==> src/rtl/qspi_mem_responder_pkg.sv <==
// Shared constants for the QSPI memory responder: FSM state encodings, bus opcodes and phase lengths.
package qspi_mem_responder_pkg;

  localparam logic [2:0] ST_IDLE   = 3'd0;
  localparam logic [2:0] ST_CMD    = 3'd1;
  localparam logic [2:0] ST_ADDR   = 3'd2;
  localparam logic [2:0] ST_MODE   = 3'd3;
  localparam logic [2:0] ST_DUMMY  = 3'd4;
  localparam logic [2:0] ST_RDATA  = 3'd5;
  localparam logic [2:0] ST_WDATA  = 3'd6;
  localparam logic [2:0] ST_IGNORE = 3'd7;

  localparam logic [7:0] CMD_READ       = 8'h0B;
  localparam logic [7:0] CMD_WRITE      = 8'h02;
  localparam logic [7:0] CMD_QREAD_CONT = 8'hEB;
  localparam logic [1:0] MODE_CONT      = 2'b10;

  localparam logic [2:0] ADDR_NIBBLES = 3'd6;

endpackage

==> src/rtl/qspi_mem_responder_sync.sv <==
// Brings the asynchronous QSPI bus into the clk domain and derives edge pulses
// for the bus clock and chip select; data shares the clock's sync depth so samples line up.
module qspi_resp_sync (
  input  logic       clk,
  input  logic       rst_n,
  input  logic       qspi_clk,
  input  logic       qspi_cs_n,
  input  logic [3:0] qspi_data_in,
  output logic [3:0] o_data,
  output logic       o_rise,
  output logic       o_fall,
  output logic       o_cs_start,
  output logic       o_cs_end
);

  logic [1:0] r_clk_sync;
  logic [1:0] r_cs_sync;
  logic [3:0] r_data_meta;
  logic [3:0] r_data_sync;
  logic       r_clk_d;
  logic       r_cs_d;

  // Two-flop synchronisers plus one history flop for edge detection
  always_ff @(posedge clk or negedge rst_n) begin
    if (!rst_n) begin
      r_clk_sync  <= 2'b00;
      r_cs_sync   <= 2'b11;
      r_data_meta <= 4'h0;
      r_data_sync <= 4'h0;
      r_clk_d     <= 1'b0;
      r_cs_d      <= 1'b1;
    end else begin
      r_clk_sync  <= {r_clk_sync[0], qspi_clk};
      r_cs_sync   <= {r_cs_sync[0], qspi_cs_n};
      r_data_meta <= qspi_data_in;
      r_data_sync <= r_data_meta;
      r_clk_d     <= r_clk_sync[1];
      r_cs_d      <= r_cs_sync[1];
    end
  end

  assign o_data     = r_data_sync;
  assign o_rise     = r_clk_sync[1] & ~r_clk_d;
  assign o_fall     = ~r_clk_sync[1] & r_clk_d;
  assign o_cs_start = ~r_cs_sync[1] & r_cs_d;
  assign o_cs_end   = r_cs_sync[1] & ~r_cs_d;

endmodule

==> src/rtl/qspi_mem_responder.sv <==
// QSPI memory target for tinyQV emulation: decodes quad read (0x0B) / write (0x02) and serves a byte memory port.
// Continuous quad read (0xEB + mode byte) is built in only when QSPI_RESP_CONT_READ_EN is defined.
module qspi_mem_responder
  import qspi_mem_responder_pkg::*;
#(
  parameter int ADDR_W       = 24,
  parameter int DUMMY_CYCLES = 4
) (
  input  logic              clk,
  input  logic              rst_n,
  input  logic              qspi_clk,
  input  logic              qspi_cs_n,
  input  logic [3:0]        qspi_data_in,
  output logic [3:0]        qspi_data_out,
  output logic [3:0]        qspi_data_oe,
  output logic [ADDR_W-1:0] mem_addr,
  output logic              mem_re,
  input  logic [7:0]        mem_rdata,
  output logic              mem_we,
  output logic [7:0]        mem_wdata
);

  localparam logic [3:0] DUMMY_LAST = 4'(DUMMY_CYCLES - 1);

  logic [3:0]  w_data;
  logic        w_rise;
  logic        w_fall;
  logic        w_cs_start;
  logic        w_cs_end;
  logic [23:0] w_addr_full;

  logic [2:0]  r_state;
  logic [2:0]  r_nib_cnt;
  logic [3:0]  r_nib;
  logic [3:0]  r_dummy_cnt;
  logic [19:0] r_addr_sh;
  logic        r_write;
  logic        r_lo_next;
  logic        r_re_pend;
  logic [7:0]  r_rd_byte;
`ifdef QSPI_RESP_CONT_READ_EN
  logic        r_xip;
  logic        r_cont;
`endif

  qspi_resp_sync u_sync (
    .clk          (clk),
    .rst_n        (rst_n),
    .qspi_clk     (qspi_clk),
    .qspi_cs_n    (qspi_cs_n),
    .qspi_data_in (qspi_data_in),
    .o_data       (w_data),
    .o_rise       (w_rise),
    .o_fall       (w_fall),
    .o_cs_start   (w_cs_start),
    .o_cs_end     (w_cs_end)
  );

  assign w_addr_full = {r_addr_sh, w_data};

  // Transaction FSM, memory strobes and bus drive; the read byte lands one clk after each mem_re
  always_ff @(posedge clk or negedge rst_n) begin
    if (!rst_n) begin
      r_state       <= ST_IDLE;
      r_nib_cnt     <= 3'd0;
      r_nib         <= 4'h0;
      r_dummy_cnt   <= 4'h0;
      r_addr_sh     <= 20'h0;
      r_write       <= 1'b0;
      r_lo_next     <= 1'b0;
      r_re_pend     <= 1'b0;
      r_rd_byte     <= 8'h00;
      qspi_data_out <= 4'h0;
      qspi_data_oe  <= 4'h0;
      mem_addr      <= '0;
      mem_re        <= 1'b0;
      mem_we        <= 1'b0;
      mem_wdata     <= 8'h00;
`ifdef QSPI_RESP_CONT_READ_EN
      r_xip         <= 1'b0;
      r_cont        <= 1'b0;
`endif
    end else begin
      mem_re    <= 1'b0;
      mem_we    <= 1'b0;
      r_re_pend <= mem_re;
      if (r_re_pend) begin
        r_rd_byte <= mem_rdata;
      end
      if (mem_we) begin
        mem_addr <= mem_addr + ADDR_W'(1);
      end
      if (w_cs_end) begin
        r_state       <= ST_IDLE;
        qspi_data_oe  <= 4'h0;
        qspi_data_out <= 4'h0;
      end else begin
        case (r_state)
          ST_IDLE: begin
            if (w_cs_start) begin
              r_nib_cnt <= 3'd0;
              r_lo_next <= 1'b0;
`ifdef QSPI_RESP_CONT_READ_EN
              if (r_cont) begin
                r_state <= ST_ADDR;
                r_write <= 1'b0;
                r_xip   <= 1'b1;
              end else begin
                r_state <= ST_CMD;
              end
`else
              r_state <= ST_CMD;
`endif
            end
          end
          ST_CMD: begin
            if (w_rise) begin
              r_nib     <= w_data;
              r_nib_cnt <= r_nib_cnt + 3'd1;
              if (r_nib_cnt == 3'd1) begin
                r_nib_cnt <= 3'd0;
                case ({r_nib, w_data})
                  CMD_READ: begin
                    r_state <= ST_ADDR;
                    r_write <= 1'b0;
`ifdef QSPI_RESP_CONT_READ_EN
                    r_xip   <= 1'b0;
`endif
                  end
                  CMD_WRITE: begin
                    r_state <= ST_ADDR;
                    r_write <= 1'b1;
`ifdef QSPI_RESP_CONT_READ_EN
                    r_xip   <= 1'b0;
`endif
                  end
`ifdef QSPI_RESP_CONT_READ_EN
                  CMD_QREAD_CONT: begin
                    r_state <= ST_ADDR;
                    r_write <= 1'b0;
                    r_xip   <= 1'b1;
                  end
`endif
                  default: r_state <= ST_IGNORE;
                endcase
              end
            end
          end
          ST_ADDR: begin
            if (w_rise) begin
              r_addr_sh <= {r_addr_sh[15:0], w_data};
              r_nib_cnt <= r_nib_cnt + 3'd1;
              if (r_nib_cnt == (ADDR_NIBBLES - 3'd1)) begin
                r_nib_cnt   <= 3'd0;
                r_dummy_cnt <= 4'h0;
                mem_addr    <= w_addr_full[ADDR_W-1:0];
                if (r_write) begin
                  r_state <= ST_WDATA;
                end else begin
                  mem_re  <= 1'b1;
`ifdef QSPI_RESP_CONT_READ_EN
                  r_state <= r_xip ? ST_MODE : ST_DUMMY;
`else
                  r_state <= ST_DUMMY;
`endif
                end
              end
            end
          end
`ifdef QSPI_RESP_CONT_READ_EN
          // mode[5:4] are the low two bits of the first (high) mode nibble
          ST_MODE: begin
            if (w_rise) begin
              r_nib     <= w_data;
              r_nib_cnt <= r_nib_cnt + 3'd1;
              if (r_nib_cnt == 3'd1) begin
                r_nib_cnt <= 3'd0;
                r_cont    <= (r_nib[1:0] == MODE_CONT);
                r_state   <= ST_DUMMY;
              end
            end
          end
`endif
          ST_DUMMY: begin
            if (w_rise) begin
              if (r_dummy_cnt == DUMMY_LAST) begin
                r_state   <= ST_RDATA;
                r_lo_next <= 1'b0;
              end else begin
                r_dummy_cnt <= r_dummy_cnt + 4'h1;
              end
            end
          end
          ST_RDATA: begin
            if (w_fall) begin
              qspi_data_oe <= 4'hF;
              r_lo_next    <= ~r_lo_next;
              if (r_lo_next) begin
                qspi_data_out <= r_rd_byte[3:0];
                mem_addr      <= mem_addr + ADDR_W'(1);
                mem_re        <= 1'b1;
              end else begin
                qspi_data_out <= r_rd_byte[7:4];
              end
            end
          end
          ST_WDATA: begin
            if (w_rise) begin
              r_nib     <= w_data;
              r_lo_next <= ~r_lo_next;
              if (r_lo_next) begin
                mem_we    <= 1'b1;
                mem_wdata <= {r_nib, w_data};
              end
            end
          end
          ST_IGNORE: r_state <= ST_IGNORE;
          default:   r_state <= ST_IDLE;
        endcase
      end
    end
  end

endmodule

==> config.mk <==
export PLATFORM = sky130hd
export DESIGN_NAME = qspi_mem_responder
export DESIGN_NICKNAME = d
export VERILOG_FILES = /design/src/rtl/qspi_mem_responder_pkg.sv /design/src/rtl/qspi_mem_responder_sync.sv /design/src/rtl/qspi_mem_responder.sv
export SDC_FILE = /design/constraint.sdc
export NUM_CORES = 1
export LEC_CHECK = 0
export CAP_MARGIN = 5
export CORE_ASPECT_RATIO = 0.8
export CORE_MARGIN = 2
export CORE_UTILIZATION = 60
export DETAILED_ROUTE_END_ITERATION = 8
export PLACE_DENSITY = 0.91
export SYNTH_ARGS = -nofsm -noshare
export SYNTH_HDL_FRONTEND = slang
export SYNTH_SLANG_ARGS = --single-unit
==> constraint.sdc <==
create_clock -name clk -period 5.5 [get_ports clk]
set_input_delay 0.55 -clock clk [delete_from_list [all_inputs] [get_ports clk]]
set_output_delay 0.55 -clock clk [all_outputs]
set_load 0.02 [all_outputs]
==> reports/metrics.yaml <==
run_status: "finished, final reports clean"
grt_pass1_wl_mm: 22.7
worst-setup-path-type: "reg2reg"
clock-sinks: 98
fin_nets: 586
ys_types: 62
clock_latency_ps: 380
post-synth-top-count-cell: "dfrtp_1"
rr_worst_depth: 6
core_um2: 8560
fin_setup_tns_ps: 0
ys.flop_type: "dfrtp_1"
initial_core_util: 0.623
fin_cells: 683
slew_viol_final: 0
htree_levels: 3
fmax_ghz: 0.317
avgSynthCellArea_um2: 10.0
clock-root-buffer: "clkbuf_8"
p_leak_uw: 0.00251
syn_area_um2: 5330
finClkSkew_ps: 14.6
numPortBuffers: 57
vias: 4579
synth.area.top_cells: "dfrtp_1 45%, mux2_2 8.9%, xor2_1 4.4%, o21ai_0 3.7%, nand2_1 3.2%"
clk_path_buf_depth: 2
setup_violations: 0
r2r_end: "mem_addr[0]"
tightest_slew_ps: 1110
synth-async-reset-ratio: 1.00
ir_drop_uv: 204
gp_congestion: 0.967
dp_slack_ps: 2490
hpwl_mm: 9.72
antenna_found_initial: 0
dp.cells: 668
ys_ff_latch: 98
hold_slack_ps: 64.4
grt_max_degree: 77
synth_cells: 533
ctsResizeCount: 0
clk_pin_slew_ps: 110
dieHeight_um: 88.3
r2r-start: "r_state[2]"
ys_warn_count: 0
critical_path.startpoint_type: "register"
num_rows: 30
n_antenna_cell: 0
end_kind: "register"
synth.top_cell.area_share: 0.446
layout_setup_ws_ps: 2340
synth_common_cells: "95 x dfrtp_1, 46 x nand2_1, 42 x mux2_2"
rsz0062_at_grt: "false"
max_slew_margin: 0.260
critical_path.max_fanout: 19
grt_pass1_vias: 4373
post_cts_buffers: 0
synth_top_cell_by_area: "dfrtp_1"
cts_buffers: 9
holdCritPathClass: "in2async"
area_delta_synth_final_pct: 13.7
tritoncts: "yes"
finalCritPeriodShare: 0.574
drc: 0
fp.dieW_um: 109
grt_use_total: 0.308
antenna_left: 0
grt_overflow_total: 0
pwr_density_cell_nw_per_um2: 295
die-area_um2: 9650
finalCoreUtilization: 0.708
maxCapViolations: 0
ff2ff_setup_slack_ps: 2340
drive_gt1_frac: 0.126
hold_viol_final: 0
drt_iter0_markers: 433
fin_crit_ps: 3160
critPathRequiredTime_ps: 5760
wl_mm: 14.1
arrival_ps: 3420
wl_per_cell_um: 20.6
viasPerCell: 6.70
ys_seq_area_frac: 0.461
firstDrtPassIters: 7
synth-edff-count: 0
io_pins: 58
holdBufCountCts: 0
synth_nets: 552
==> critical path, cell delays in order, from the launching register on <==
cell and delay [ps]:
dfrtp_1 590, nor3b_1 980, o21ai_0 500, a21oi_1 520
nand2_1 140, a32oi_1 210, o21ai_0 110
==> layer usage <==
| metal | share of wire | track usage | wire length, µm | vias to the layer above |
|---|---|---|---|---|
| li1 | - | - | - | 2005 |
| met5 | 0 | 0 | 0 | - |
| met4 | 0.019 | 0.0840 | 270 | 0 |
| met3 | 0.11 | 0.0832 | 1520 | 43 |
| met1 | 0.42 | 0.439 | 5850 | 2228 |
| met2 | 0.46 | 0.470 | 6420 | 303 |
==> state kept, by name, summed over array words and instances (netlist names), 2 cells and up <==
signal              flops
mem_addr               24
r_addr_sh              20
mem_wdata               8
r_rd_byte               8
qspi_data_out           4
r_dummy_cnt             4
r_nib                   4
u_sync.o_data           4
u_sync.r_data_meta      4
r_nib_cnt               3
r_state                 3
u_sync.r_clk_sync       2
u_sync.r_cs_sync        2
==> stage by stage <==
stage / total power [µW] / cell area, µm²
5_1_grt: 1870 / 6060
6_report: 1790 / 6060
3_3_place_gp: 1310 / 5890
3_5_place_dp: 1350 / 5890
2_1_floorplan: 1220 / 5330
4_1_cts: 1780 / 6060
==> layout make-up <==
type | count | area [µm²]
clock inverters | 6 | 47.5
clock buffers | 9 | 124
well taps | 112 | 140
inverters | 6 | 22.5
multi-input cells | 391 | 2670
repair buffers | 61 | 598
flip-flops and latches | 98 | 2460
fillers | 593 | 2500
==> cells by family (layout without fill, tap and decap cells) <==
| family | Yosys count | after routing | synth area share |
|---|---|---|---|
| compound gates | 123 | 123 | 0.153 |
| xor+xnor | 37 | 37 | 0.0608 |
| fa+ha+maj | 3 | 3 | 0.00845 |
| buf+inv | 44 | 82 | 0.0380 |
| flops | 98 | 98 | 0.461 |
| mux | 50 | 50 | 0.104 |
| simple gates | 178 | 178 | 0.175 |
==> cell usage in the layout (no fill, tap or decap), types with 6 or more instances in the layout <==
master / count
inv_1: 6
nand4_1: 17
mux2i_1: 8
clkdlybuf4s50_1: 56
nor3_1: 8
nand2b_1: 7
a22oi_1: 6
nand3_1: 20
a21oi_1: 16
o221ai_1: 9
a21o_1: 6
nor2_1: 38
xor2_1: 27
o21ai_0: 39
and3_1: 7
nand2_1: 46
mux2_2: 42
clkbuf_8: 9
dfrtp_1: 95
nor3b_1: 6
o211ai_1: 6
xnor2_1: 10
==> power by group <==
group / switching (µW) / leakage [µW] / internal (µW) / total, µW
clock network: 266 / 0.0000922 / 169 / 435
logic: 266 / 0.00110 / 184 / 450
registers: 110 / 0.00132 / 794 / 903
total: 642 / 0.00251 / 1150 / 1790
==> worst max path at each step <==
stage	startpoint	endpoint	slack, ps	cells past startpoint
after floorplan	mem_addr[0]	mem_addr[20]	3360	7
after global placement	r_state[2]	r_addr_sh[3]	2730	3
after detailed placement	r_state[2]	mem_addr[0]	2490	6
after CTS	r_state[2]	mem_addr[0]	2500	6
after global routing	r_state[2]	mem_addr[0]	2070	6
final	r_state[2]	mem_addr[0]	2340	6
Power figures use the tool's default switching activity.
